`src/rtl/myproc_core_param.sv`:
```
// myproc_core_param: parametrised 2-cycle-per-instruction processor core.
// Holds a byte-wide instruction memory that is filled through a valid/ready
// loader, four DATA_W-bit registers, Z/C flags and a handshaked output port.
// Instruction memory resets to 0xFF (HALT), so an unloaded core halts at once.
// Optional feature macro: MYPROC_MUL_EN enables the 11_10 MUL instruction.
// Without it that encoding is a NOP and no multiplier is built.
module myproc_core_param #(
  parameter int DATA_W     = 8,
  parameter int IMEM_DEPTH = 16,
  parameter int ADDR_W     = $clog2(IMEM_DEPTH)
) (
  input  logic              clk,
  input  logic              rst_n,
  input  logic              load_en,
  input  logic              load_valid,
  input  logic [7:0]        load_data,
  output logic              load_ready,
  input  logic              run,
  input  logic [DATA_W-1:0] in_data,
  output logic [DATA_W-1:0] out_data,
  output logic              out_valid,
  output logic              halted,
  output logic              busy,
  output logic [ADDR_W-1:0] pc
);

  typedef enum logic [2:0] {
    S_IDLE,
    S_LOAD,
    S_FETCH,
    S_EXEC,
    S_HALT
  } state_t;

  // ALU result together with its carry/borrow bit.
  typedef struct packed {
    logic              c;
    logic [DATA_W-1:0] res;
  } alu_t;

  state_t            state;
  logic [ADDR_W-1:0] load_ptr;
  logic [7:0]        ir;
  logic [7:0]        imem [IMEM_DEPTH];
  logic [DATA_W-1:0] regs [4];
  logic              flag_z;
  logic              flag_c;

  logic [DATA_W-1:0] rd_val;
  logic [DATA_W-1:0] rs_val;
  alu_t              alu_out;
  logic [ADDR_W-1:0] pc_inc;
  logic [ADDR_W-1:0] br_tgt;
  logic [DATA_W-1:0] imm_val;
`ifdef MYPROC_MUL_EN
  alu_t              mul_out;
`endif

  // Two-operand ALU: ADD/SUB report carry/borrow in the extra top bit,
  // logic ops always clear it.
  function automatic alu_t alu_exec(input logic [1:0]        op,
                                    input logic [DATA_W-1:0] a,
                                    input logic [DATA_W-1:0] b);
    logic [DATA_W:0] wide;
    alu_t            r;
    case (op)
      2'b00:   wide = {1'b0, a} + {1'b0, b};
      2'b01:   wide = {1'b0, a} - {1'b0, b};
      2'b10:   wide = {1'b0, a & b};
      default: wide = {1'b0, a ^ b};
    endcase
    r.c   = wide[DATA_W];
    r.res = wide[DATA_W-1:0];
    return r;
  endfunction

`ifdef MYPROC_MUL_EN
  // Full-width product; C flags any significance lost in the truncation.
  function automatic alu_t mul_exec(input logic [DATA_W-1:0] a,
                                    input logic [DATA_W-1:0] b);
    logic [2*DATA_W-1:0] prod;
    alu_t                r;
    prod  = (2*DATA_W)'(a) * (2*DATA_W)'(b);
    r.c   = |prod[2*DATA_W-1:DATA_W];
    r.res = prod[DATA_W-1:0];
    return r;
  endfunction
`endif

  // Decode operands and candidate results for the instruction held in IR.
  always_comb begin
    rd_val  = regs[ir[3:2]];
    rs_val  = regs[ir[1:0]];
    alu_out = alu_exec(ir[5:4], rd_val, rs_val);
    pc_inc  = pc + ADDR_W'(1);
    br_tgt  = ADDR_W'(ir[4:0]);
    imm_val = DATA_W'(ir[3:0]);
`ifdef MYPROC_MUL_EN
    mul_out = mul_exec(rd_val, rs_val);
`endif
  end

  // Control FSM, loader, register file, flags and registered outputs.
  always_ff @(posedge clk or negedge rst_n) begin
    if (!rst_n) begin
      state      <= S_IDLE;
      pc         <= '0;
      load_ptr   <= '0;
      ir         <= '0;
      flag_z     <= 1'b0;
      flag_c     <= 1'b0;
      out_data   <= '0;
      out_valid  <= 1'b0;
      halted     <= 1'b0;
      busy       <= 1'b0;
      load_ready <= 1'b0;
      for (int i = 0; i < 4; i++) begin
        regs[i] <= '0;
      end
      for (int i = 0; i < IMEM_DEPTH; i++) begin
        imem[i] <= 8'hFF;
      end
    end else begin
      // out_valid is a single-cycle pulse; only an OUT re-arms it.
      out_valid <= 1'b0;
      case (state)
        S_IDLE, S_HALT: begin
          if (load_en) begin
            state      <= S_LOAD;
            load_ptr   <= '0;
            load_ready <= 1'b1;
            halted     <= 1'b0;
          end else if (run) begin
            state  <= S_FETCH;
            pc     <= '0;
            flag_z <= 1'b0;
            flag_c <= 1'b0;
            halted <= 1'b0;
            busy   <= 1'b1;
            for (int i = 0; i < 4; i++) begin
              regs[i] <= '0;
            end
          end
        end

        S_LOAD: begin
          // Dropping load_en wins over a byte offered in the same cycle.
          if (!load_en) begin
            state      <= S_IDLE;
            load_ready <= 1'b0;
          end else if (load_valid) begin
            imem[load_ptr] <= load_data;
            load_ptr       <= load_ptr + ADDR_W'(1);
          end
        end

        S_FETCH: begin
          ir    <= imem[pc];
          state <= S_EXEC;
        end

        S_EXEC: begin
          state <= S_FETCH;
          pc    <= pc_inc;
          case (ir[7:6])
            2'b00: begin
              regs[ir[3:2]] <= alu_out.res;
              flag_z        <= (alu_out.res == '0);
              flag_c        <= alu_out.c;
            end
            2'b01: begin
              regs[ir[5:4]] <= imm_val;
            end
            2'b10: begin
              if (!ir[5] || flag_z) begin
                pc <= br_tgt;
              end
            end
            default: begin
              case (ir[5:4])
                2'b00: begin
                  out_data  <= rd_val;
                  out_valid <= 1'b1;
                end
                2'b01: begin
                  regs[ir[3:2]] <= in_data;
                end
                2'b10: begin
`ifdef MYPROC_MUL_EN
                  regs[ir[3:2]] <= mul_out.res;
                  flag_z        <= (mul_out.res == '0);
                  flag_c        <= mul_out.c;
`endif
                end
                default: begin
                  // HALT keeps pc on the HALT instruction itself.
                  state  <= S_HALT;
                  pc     <= pc;
                  halted <= 1'b1;
                  busy   <= 1'b0;
                end
              endcase
            end
          endcase
        end

        default: begin
          state <= S_IDLE;
        end
      endcase
    end
  end

endmodule

```
`config.mk`:
```
export PLATFORM = sky130hd
export DESIGN_NAME = myproc_core_param
export DESIGN_NICKNAME = d
export VERILOG_FILES = /design/src/rtl/myproc_core_param.sv
export SDC_FILE = /design/constraint.sdc
export NUM_CORES = 1
export LEC_CHECK = 0
export CAP_MARGIN = 30
export CORE_ASPECT_RATIO = 1.25
export CORE_MARGIN = 3
export CORE_UTILIZATION = 42
export CTS_CLUSTER_SIZE = 25
export DETAILED_ROUTE_END_ITERATION = 7
export DONT_BUFFER_PORTS = 1
export GPL_TIMING_DRIVEN = 0
export PLACE_DENSITY = 0.61
export SLEW_MARGIN = 20
export SYNTH_ARGS = -nofsm -noshare
export SYNTH_HDL_FRONTEND = slang
export SYNTH_SLANG_ARGS = --single-unit
export TNS_END_PERCENT = 20
```
`constraint.sdc`:
```
create_clock -name clk -period 8.5 [get_ports clk]
set_input_delay 0.85 -clock clk [delete_from_list [all_inputs] [get_ports clk]]
set_output_delay 0.85 -clock clk [all_outputs]
set_load 0.05 [all_outputs]
```
; Yosys cells after proc, flatten, opt, wreduce, memory -nomap -nowiden
; Index checks and enable logic that the tools add are counted.
[op_classes]
n_addsub = 4
n_lt_le_gt_ge = 8
n_eq_ne = 21
n_mux = 60
bitwise = 8
n_reduce_logical = 25
[ops]
columns = operator, count
row1 = 128-bit bitwise mux, 1
row2 = 32-bit bitwise mux, 3
row3 = 32-bit two-way mux, 3
row4 = 32-bit case mux with 3 select lines, 1
row5 = 8-bit two-way mux, 9
row6 = 32-bit case mux with 2 select lines, 1
row7 = 8-bit binary-select mux with 2-bit select, 2
row8 = 8-bit binary-select mux with 4-bit select, 1
row9 = 8-bit demux with 2-bit select, 2
row10 = 8-bit demux with 4-bit select, 1
row11 = 4-bit two-way mux, 7
row12 = 4-bit case mux with 2 select lines, 3
row13 = 8-bit case mux with 3 select lines, 1
row14 = 2-bit != test (second input constant), 10
row15 = 4-bit AND reduction, 4
row16 = 1-bit two-way mux, 15
row17 = 3-bit two-way mux, 5
row18 = 3-bit case mux with 4 select lines, 1
row19 = 5-bit >= comparator (second input constant), 2
row20 = 4-bit NOT with 5-bit output, 2
row21 = 5-bit AND reduction, 2
row22 = 3-bit >= comparator (second input constant), 3
row23 = 2-bit NOT with 3-bit output, 3
row24 = 3-bit AND reduction, 3
row25 = other kinds (26), 41
[word_totals]
register_bits = 192
input_bits = 21
out_inout_bits = 16

; Depth between registers and ports, before layout
; Gate-level depths: netlist of the first run.
[logic_depth]
depth_word = 9
ltp_mapped = 16

; Worst setup path before layout of the first run
; OpenSTA, ideal clock, no wires.
[synth_path]
kind = reg2reg
from = register ir[0]
to = register flag_z
t_arrival_ps = 3450
path_slack_ps = 4974
path_stages_with_launch = 15
cell_sequence = dfrtp_1 buf_6 buf_8 mux4_2 inv_1 ha_1 nand2_1 o21ai_0 fa_1 nand2b_1 a21oi_1 o31ai_1 or4_1 or4_1 o21ai_1
[synth_between]
elab_chain_len = 9
[synth_rtl]
columns = item, line
row1 = from (decl), 43  ; logic [7:0] ir;
row2 = from (signal assigned), 158  ; ir <= imem[pc];
row3 = 2-bit NOT with 3-bit output (implied by the code) *, 93  ; rs_val = regs[ir[1:0]];
row4 = 8-bit binary-select mux with 2-bit select *, 93
row5 = 8-bit two-way mux (implied by the code) * (2 in a row), 93
row6 = "8-bit subtractor, or another cell as far along", 68  ; 2'b01: wide = {1'b0, a} - {1'b0, b};
row7 = 8-bit case mux with 3 select lines *, 66  ; case (op)
row8 = 8-bit zero test *, 168  ; flag_z <= (alu_out.res == '0);
row9 = 1-bit two-way mux *, 165  ; case (ir[7:6])
row10 = 1-bit case mux with 2 select lines *, 126  ; case (state)
row11 = to (signal assigned), 168
row12 = to (decl), 46  ; logic flag_z;
; Mark *: on every way between the ends. The rest lies on a longest branch, timed or not. The select of a mux whose other input is x is not followed.
; A chain may end at the register's enable or synchronous reset.

; Final worst setup path of the first run
[layout_path]
from = register ir[3]
to = register flag_z
[layout_between]
elab_chain_len = 9
[layout_rtl]
columns = item, line
row1 = 2-bit NOT with 3-bit output (implied by the code) *, 92  ; rd_val = regs[ir[3:2]];
row2 = 8-bit binary-select mux with 2-bit select *, 92
row3 = 8-bit two-way mux (implied by the code) * (2 in a row), 92
row4 = via rd_val[0], 49  ; logic [DATA_W-1:0] rd_val;
row5 = "8-bit subtractor, or another cell as far along", 68
row6 = 8-bit case mux with 3 select lines *, 66
row7 = 8-bit zero test *, 168
row8 = 1-bit two-way mux *, 165
row9 = 1-bit case mux with 2 select lines *, 126
; Mark *: on every way through the listed nets, which the timed path passes. The rest lies on a longest branch. The select of a mux whose other input is x is not followed.

==> results of run 1 <==
[sequential cells by signal, summed over array words and instances, names as in the netlist, 3 cells and up]
register  flops
imem        128
ir            8
load_ptr      4
out_data      8
pc            4
regs         32
state         3
[worst max path at each step]
stage | startpoint | end | depth (start not counted)
global placement | ir[3] | flag_z | 12
global route | ir[2] | flag_z | 11
detailed placement | ir[2] | flag_z | 10
finish | ir[3] | flag_z | 13
CTS | ir[2] | flag_z | 10
floorplan | ir[0] | flag_z | 14
[final cells by class]
type                            count  area, sq um  share of cell area
Multi-Input combinational cell    654         5548              0.4679
Sequential cell                   192         4965              0.4187
Clock buffer                       18        429.2             0.03620
Tap cell                          335        419.2             0.03535
Buffer                             63        275.3             0.02322
Clock inverter                     14        166.4             0.01404
Inverter                           13        48.80            0.004116
Timing Repair Buffer                1        5.005           0.0004221
[stage by stage]
stage               hold WS (ps)  cell area, sq um    util  worst slack (ps)  std cells
floorplan                  482.7             10840       -              4974        922
global placement           528.4             11260  0.4450              3817       1257
detailed placement         528.1             11260  0.4450              4136       1257
CTS                        95.02             11850  0.4686              4091       1289
global route               90.18             11860  0.4688              3780       1290
finish                     111.2             11860  0.4688              4041       1290
[metal layers]
layer | part of all wire | wire length (um) | up-vias | GRT usage
met4 | 0.029 | 842 | 0 | 0.07873
li1 | - | - | 3443 | -
met5 | 0 | 0 | - | 0
met1 | 0.39 | 11190 | 3854 | 0.2541
met2 | 0.52 | 14820 | 297 | 0.3748
met3 | 0.060 | 1703 | 58 | 0.04311
[power groups by stage]
stage | clock, mW | combinational [mW] | sequential, mW
finish | 0.807 | 2.09 | 1.32
global route | 0.863 | 2.30 | 1.34
CTS | 0.827 | 2.05 | 1.32
detailed placement | 0 | 2.04 | 1.33
global placement | 0 | 2.02 | 1.33
floorplan | 0 | 1.54 | 1.28
[kinds of logic after synthesis]
logic type / after synthesis / share of synthesized area
buffers and inverters: 76 / 0.02990
AOI/OAI and AO/OA: 190 / 0.1059
muxes: 214 / 0.2796
xor gates and xnor gates: 12 / 0.009699
adders and majority gates: 22 / 0.02609
DFF: 192 / 0.4581
and+or+nand+nor: 216 / 0.09064
[cells in the final DEF, fill, tap and decap left out, drive strengths merged, types with 5 or more instances in the layout]
cell,instances
a21boi,6
a21oi,54
a221oi,8
a31oi,10
buf,20
clkbuf,62
clkinv,5
dfrtp,64
dfstp,128
ha,21
inv,21
mux2,138
mux2i,20
mux4,56
nand2,97
nand2b,11
nand3,18
nor2,54
nor2b,6
nor3,6
nor3b,5
o21ai,71
o22a,12
or2,5
xnor2,8
==> impl_metrics.csv, run 1 <==
group,metric,value,unit
run_status,status,"complete, no violations",
route,drtIter0Drc,571,
sta,drv_slew,0,
power,internal_power,2.340,mW
clock_network,cts_setup_buffers,0,
power,p_per_area,355.9,nW/um^2
power,switchingPower,1.880,mW
sta,timing.final.hold_violations,0,
global_routing,grt_max_degree,193,
place,dp_hpwl,20.26,mm
critical_path,r2r_cells,13,
logic_synthesis,ys_async_sr_fraction,1.000,
sta,setup_tns,0,ps
logic_synthesis,ys_seq_elements,192,
power,clockPowerShare,0.191,
die,row_count,65,
logic_synthesis,synth_edf_count,0,
clock_network,cts_resized,0,
min_path,hold_path.class,"primary input to asynchronous set/reset pin",
logic_synthesis,synthTopCellsByArea,"dfstp_2, dfrtp_1, mux2_2, mux4_2, nand2_1",
critical_path,crit_slowest_cell,"buf_1",
place,portBuffers,0,
sta,relSlewSlack,0.3463,
logic_synthesis,synth_ff_type,"dfstp_2",
sta,clock.fmax,0.2243,GHz
route,avgViaCountPerCell,5.932,
logic_synthesis,yosysTopAreaCellShare,0.3104,
route,routed_wirelength,28.55,mm
die,ios,37,
route,num_vias,7652,
global_routing,grt-ovfl-total,0,
final_layout,final_nets,985,
final_layout,syn2layout_area_growth,9.410,%
critical_path,endpoint_kind,"flop",
logic_synthesis,synth_common_cells,"mux2_2, dfstp_2, nand2_1",
power,ir_drop,176.2,uV
final_layout,antenna_cells,0,
critical_path,reg2reg_from,"ir[3]",
clock_network,path_clk_slew,80,ps
die,fp.dieH,185.6,um
global_routing,antenna_found_initial,0,
clock_network,h-tree-depth,4,
clock_network,hold_buffers,0,
logic_synthesis,synth_most_common_cell,"mux2_2",
logic_synthesis,syn_area_per_cell,11.75,sq um
logic_synthesis,ys_warn_count,0,
route,wl_per_cell,22.13,um
logic_synthesis,yosysTopAreaCell,"dfstp_2",
critical_path,crit_buf_inv,4,
route,first_pass_iters,7,
critical_path,critical-path-top-delay-family,"buffers and inverters",
power,power_frac_comb,0.496,
clock_network,clk_latency,440,ps
critical_path,crit_path_frequent_cell,"or4_1",
final_layout,drive_gt1_frac,0.3927,
clock_network,ctsLongestPathBuffers,2,
critical_path,arrival,4810,ps
logic_synthesis,ys_seq_area_frac,0.4581,
sta,period_needed,4459,ps
logic_synthesis,yosysUniqueCellTypes,57,
final_layout,fill_cells,2288,
logic_synthesis,synth_area,10840,sq um
clock_network,clock_sinks,192,
sta,setup_violations,0,
critical_path,critical_path.cell_chain,"clkbuf_1 > buf_1 > mux4_2 > inv_1 > ha_1 > fa_1 > nand2b_1 > a21oi_1 > o31ai_1 > clkbuf_2 > or4_1 > or4_1 > o21ai_1",
power,swShare,0.4454,
route,ant_nets,0,
sta,fin_crit_sh,0.5246,
critical_path,cp_max_fo,10,
critical_path,critPathMaxStageDelay,630,ps
logic_synthesis,syn-num-nets,965,
global_routing,track_usage,0.2113,
power,total_power,4.220,mW
power,leakage,4.861,nW
clock_network,cts_tree,"yes",
die,initial_core_util,0.4284,
global_routing,grt_pass1_vias,7919,
power,seqPwrFrac,0.313,
logic_synthesis,synth_cells,922,
clock_network,cts_root_buffer,"clkbuf_16",
sta,clock-skew-final,15.05,ps
global_routing,grt_pass1_wl,45.16,mm
die,core_region_area,25290,sq um
die,die_w,149.7,um
critical_path,r2r-end,"flag_z",
critical_path,reg2reg_slack,4040,ps
critical_path,path_class,"flop to flop",
place,place.gp.congestion,0.9479,
critical_path,required,8850,ps
sta,worst_slew_pin_slew,965.3,ps
critical_path,start_kind,"flop",
die,dieArea,27780,sq um
clock_network,cts_buffers,17,
sta,rsz0062_at_grt,"no",
route,drc,0,
job,drv_cap,0,
Note: power is estimated with default switching activity, not from simulation.
==> run 2: changes to the inputs <==
Settings changed: PLACE_DENSITY 0.61 to 0.64.
Clock period 8.5 ns to 3.94 ns, I/O delays scaled along.
==> impl_metrics.csv, run 2 (synthesis gave the netlist of run 1 again) <==
group,metric,value,unit
clock_network,h-tree-depth,4,
route,ant_nets,0,
sta,whs,-338.6,ps
final_layout,largest_reg_flops,128,
critical_path,required,4290,ps
die,ios,37,
critical_path,endpoint_kind,"flop",
sta,period_needed,3822,ps
final_layout,syn2layout_area_growth,10.72,%
route,routed_wirelength,27.54,mm
final_layout,reg_top3,"imem: 128 flops, regs: 32 flops",
sta,setup_violations,0,
clock_network,ctsLongestPathBuffers,2,
clock_network,clk_latency,430,ps
clock_network,cts_root_buffer,"clkbuf_16",
route,num_vias,7688,
sta,timing.final.hold_violations,90,
die,fp.dieH,185.6,um
critical_path,start_kind,"flop",
die,row_count,65,
sta,relSlewSlack,0.4155,
sta,drv_slew,0,
final_layout,final_cell_mix,"mux2_2, dfstp_2, nand2_1, dfrtp_1, o21ai_0",
die,initial_core_util,0.4284,
die,dieArea,27780,sq um
global_routing,track_usage,0.1993,
place,place.gp.congestion,0.9448,
sta,fin_crit_sh,0.9701,
final_layout,final_cells,1296,
die,die_w,149.7,um
min_path,hold_path.class,"primary input to asynchronous set/reset pin",
power,p_per_area,796.9,nW/um^2
place,pre_cts_slack,-338.6,ps
final_layout,antenna_cells,0,
final_layout,fill_cells,2290,
sta,setup_tns,0,ps
final_layout,final_nets,991,
route,wl_per_cell,21.25,um
route,first_pass_iters,6,
critical_path,cp_max_fo,4,
final_layout,regArea,4967,sq um
global_routing,antenna_found_initial,0,
place,place_inst,1257,
power,leakage,4.929,nW
route,drc,0,
global_routing,grt-ovfl-total,0,
run_status,violations,"negative hold slack",
place,dp_hpwl,19.82,mm
sta,fin_ws,117.8,ps
critical_path,arrival,4170,ps
global_routing,grt_pass1_vias,7853,
sta,clock-skew-final,12.11,ps
clock_network,path_clk_slew,80,ps
run_status,status,"finished with violations",
clock_network,cts_tree,"yes",
final_layout,multi_input_area,5622,sq um
final_layout,drive_gt1_frac,0.4152,
global_routing,grt_pass1_wl,42.92,mm
place,portBuffers,0,
power,total_power,9.561,mW
place,dpl_cell_area,11260,sq um
final_layout,regMostFlops,"imem",
final_layout,utilization,0.4744,
final_layout,design_area,12000,sq um
power,ir_drop,383.2,uV
clock_network,cts_buffers,17,
global_routing,grt_max_degree,193,
clock_network,clock_sinks,192,
critical_path,path_class,"flop to flop",
final_layout,final_common_cell,"mux2_2",
route,avgViaCountPerCell,5.932,
route,drtIter0Drc,710,
sta,worst_slew_pin_slew,876.7,ps
sta,clock.fmax,0.2616,GHz
job,drv_cap,0,
die,core_region_area,25290,sq um
[run 2: cell count changes in the layout (fill, tap and decap cells not counted), sizes merged]
cell    change
clkinv      +3
inv         -2
clkbuf      -2
buf         +7
[run 2: final cells by class]
| cell class | instances | share of cell area |
|---|---|---|
| inverters | 13 | 0.004067 |
| plain buffers | 61 | 0.02346 |
| clock inverters | 15 | 0.01387 |
| clock buffers | 17 | 0.03546 |
| multi-input cells | 654 | 0.4686 |
| flip-flops and latches | 192 | 0.4140 |
| repair buffers | 9 | 0.005631 |
| well taps | 335 | 0.03494 |
[run 2: final timing paths]
path,cells past startpoint,endpoint,start,slack (ps)
setup / recovery,13,flag_z,ir[0],120
max in group asynchronous,0,imem[113],rst_n,3850
hold reg to reg,2,flag_z,flag_z,550
hold / removal,0,out_data[6],rst_n,-340
min in group clk,1,imem[9],load_data[1],110
setup reg to reg,13,flag_z,ir[0],120
[run 2: worst max-delay path: stages (launching register included)]
cell and delay [ps]:
dfrtp_1 350, buf_6 130, mux4_1 640, inv_1 110, ha_2 190, inv_1 60, o31ai_2 210, xor2_1 200
ha_1 300, a211oi_2 290, o31ai_4 120, or4_4 560, or4_4 440, o21ai_1 140
[run 2: what timing repair did]
action	4_1_cts	5_1_grt
setup buffers	0	9
pin swaps	0	7
setup endpoints to repair	16	13
resized for setup	8	19
endpoints found under the hold margin	192	192
[run 2: per-layer routing]
| metal | wire (um) | vias up | track usage |
|---|---|---|---|
| li1 | - | 3452 | - |
| met1 | 10720 | 3901 | 0.2337 |
| met2 | 14460 | 269 | 0.3571 |
| met3 | 1553 | 66 | 0.04165 |
| met4 | 801 | 0 | 0.07873 |
| met5 | 0 | - | 0 |
[run 2: power by group]
group          total (mW)  internal, mW  switching (mW)
Clock                1.71         0.853           0.858
Combinational        4.98          2.10            2.88
Sequential           2.87          2.37           0.493
==> run 3: changes to the inputs <==
Settings changed: ABC_AREA set to 1, SLEW_MARGIN 20 to unset.
==> impl_metrics.csv, run 3 <==
group,metric,value,unit
run_status,status,"finished with violations",
run_status,violations,"negative hold slack",
sta,timing.final.hold_violations,156,
die,ios,37,
logic_synthesis,synth_common_cells,"nand2_1, o21ai_0, nor2_1",
logic_synthesis,synth_cells,1424,
clock_network,cts_setup_buffers,0,
final_layout,drive_gt1_frac,0.1430,
clock_network,cts_root_buffer,"clkbuf_16",
logic_synthesis,synth_ff_type,"dfstp_2",
final_layout,antenna_cells,0,
power,ir_drop,395.2,uV
logic_synthesis,ys_seq_elements,192,
route,drtIter0Drc,904,
logic_synthesis,yosysTopAreaCellShare,0.3084,
final_layout,fill_cells,2616,
sta,setup_violations,0,
logic_synthesis,yosysUniqueCellTypes,44,
die,dieArea,27940,sq um
clock_network,clock_sinks,192,
global_routing,grt_pass1_vias,10175,
final_layout,utilization,0.4714,
route,wl_per_cell,20.62,um
route,drc,0,
route,avgViaCountPerCell,5.735,
power,p_per_area,873.5,nW/um^2
route,num_vias,10266,
power,leakage,4.960,nW
place,place_inst,1759,
die,fp.dieH,186.1,um
global_routing,grt_max_degree,193,
sta,whs,-354.8,ps
clock_network,ctsLongestPathBuffers,2,
final_layout,final_nets,1485,
final_layout,largest_reg_flops,128,
place,dp_hpwl,26.62,mm
final_layout,regMostFlops,"imem",
place,place.gp.congestion,0.9837,
final_layout,syn2layout_area_growth,9.684,%
critical_path,arrival,4060,ps
critical_path,crit_slowest_cell,"fa_1",
logic_synthesis,ys_seq_area_frac,0.4553,
critical_path,crit_path_frequent_cell,"nand2_1",
sta,worst_slew_pin_slew,1060,ps
sta,relSlewSlack,0.2858,
logic_synthesis,yosys.area_share.simple,0.1945,
die,die_w,150.1,um
critical_path,critical-path-top-delay-family,"compound AO/OA/AOI/OAI gates",
critical_path,path_class,"flop to flop",
logic_synthesis,synthXorXnorAreaFrac,0.008032,
critical_path,endpoint_kind,"flop",
sta,setup_tns,0,ps
logic_synthesis,syn-num-nets,1467,
die,row_count,65,
logic_synthesis,ys_warn_count,0,
critical_path,path_depth,20,
critical_path,cp_max_fo,10,
sta,clock-skew-final,14.30,ps
critical_path,required,4260,ps
logic_synthesis,syn_area_per_cell,7.657,sq um
logic_synthesis,synthMuxAreaShare,0,
logic_synthesis,synth_compound_area_frac,0.2457,
sta,drv_slew,0,
route,first_pass_iters,5,
final_layout,reg_top3,"imem: 128 flops, regs: 32 flops",
min_path,hold_path.class,"primary input to asynchronous set/reset pin",
die,core_region_area,25370,sq um
clock_network,path_clk_slew,80,ps
logic_synthesis,synth_edf_count,0,
global_routing,track_usage,0.2716,
critical_path,critPathMaxStageDelay,410,ps
global_routing,grt-ovfl-total,0,
die,initial_core_util,0.4297,
logic_synthesis,yosysTopAreaCell,"dfstp_2",
logic_synthesis,synth_most_common_cell,"nand2_1",
place,portBuffers,0,
sta,period_needed,3735,ps
clock_network,clk_latency,450,ps
critical_path,start_kind,"flop",
logic_synthesis,synth_top_family_by_area,"compound AO/OA/AOI/OAI gates",
place,pre_cts_slack,-63.14,ps
logic_synthesis,ys_async_sr_fraction,1.000,
logic_synthesis,synthAdderAreaFrac,0.02593,
critical_path,crit_buf_inv,4,
global_routing,antenna_found_initial,0,
final_layout,final_common_cell,"nand2_1",
critical_path,r2r_cells,20,
final_layout,final_cells,1790,
sta,fin_crit_sh,0.9480,
clock_network,cts_buffers,17,
logic_synthesis,synth_area,10900,sq um
job,drv_cap,0,
sta,fin_ws,204.9,ps
sta,clock.fmax,0.2677,GHz
clock_network,cts_tree,"yes",
logic_synthesis,synthTopCellsByArea,"dfstp_2, dfrtp_1, o21ai_0, nand2_1, nor2_1",
critical_path,critical_path.cell_chain,"buf_4 > clkinvlp_4 > nor2_2 > inv_1 > buf_2 > o22ai_1 > a21oi_1 > o21a_1 > ha_1 > fa_1 > o21ai_0 > nand2_1 > nand2_1 > nand2_1 > nand3_1 > nand2_1 > o21bai_4 > nor2_1 > o21ai_0 > o21ai_0",
route,ant_nets,0,
final_layout,final_cell_mix,"nand2_1, o21ai_0, nor2_1, dfstp_2, inv_1",
route,routed_wirelength,36.91,mm
clock_network,h-tree-depth,4,
global_routing,grt_pass1_wl,57.89,mm
==> run 3: what timing repair did <==
action,CTS,global route
setup endpoints to repair,9,13
gates cloned,0,0
resized for setup,2,6
endpoints found under the hold margin,192,192
==> run 3: final cells by class <==
type | count | area, sq um | area share
multi-input combinational | 1035 | 5200 | 0.4348
sequential | 192 | 4965 | 0.4151
clock buffer | 21 | 493.0 | 0.04122
inverter | 117 | 445.4 | 0.03724
tap | 335 | 419.2 | 0.03505
buffer | 79 | 324.1 | 0.02709
clock inverter | 11 | 113.9 | 0.009520
==> run 3: metal layers <==
layer / track usage / share of wire / vias to the layer above
li1: - / - / 4842
met1: 0.3278 / 0.39 / 4940
met2: 0.4702 / 0.50 / 370
met3: 0.03757 / 0.052 / 114
met4: 0.1476 / 0.057 / 0
met5: 0 / 0 / -
==> run 3: cells by family (layout without fill, tap and decap cells) <==
group	count (synthesis)	count (layout)
fa+ha+maj	22	22
xor+xnor	10	10
compound gates	481	481
flops	192	192
buf+inv	197	228
simple gates	522	522
==> run 3: stage by stage <==
stage,power (mW),area [sq um]
final,10.45,11960
after global routing,11.21,11960
after CTS,10.31,11930
after detailed placement,8.483,11320
after global placement,8.409,11320
after floorplan,6.642,10900
==> run 3: power breakdown <==
part | switching, mW | internal [mW] | leakage, nW
sequential | 0.526 | 2.45 | 2.18
clock | 0.828 | 0.981 | 0.299
combinational | 3.95 | 1.71 | 2.48
total | 5.30 | 5.14 | 4.96
==> run 3: final timing paths <==
path                       startpoint       end  slack [ps]
setup / recovery                ir[2]   regs[6]         200
hold / removal                  rst_n  regs[26]        -350
setup reg to reg                ir[2]   regs[6]         200
hold reg to reg              imem[67]  imem[67]         480
max in group asynchronous       rst_n  imem[35]        3890
min in group clk              load_en  state[0]         110
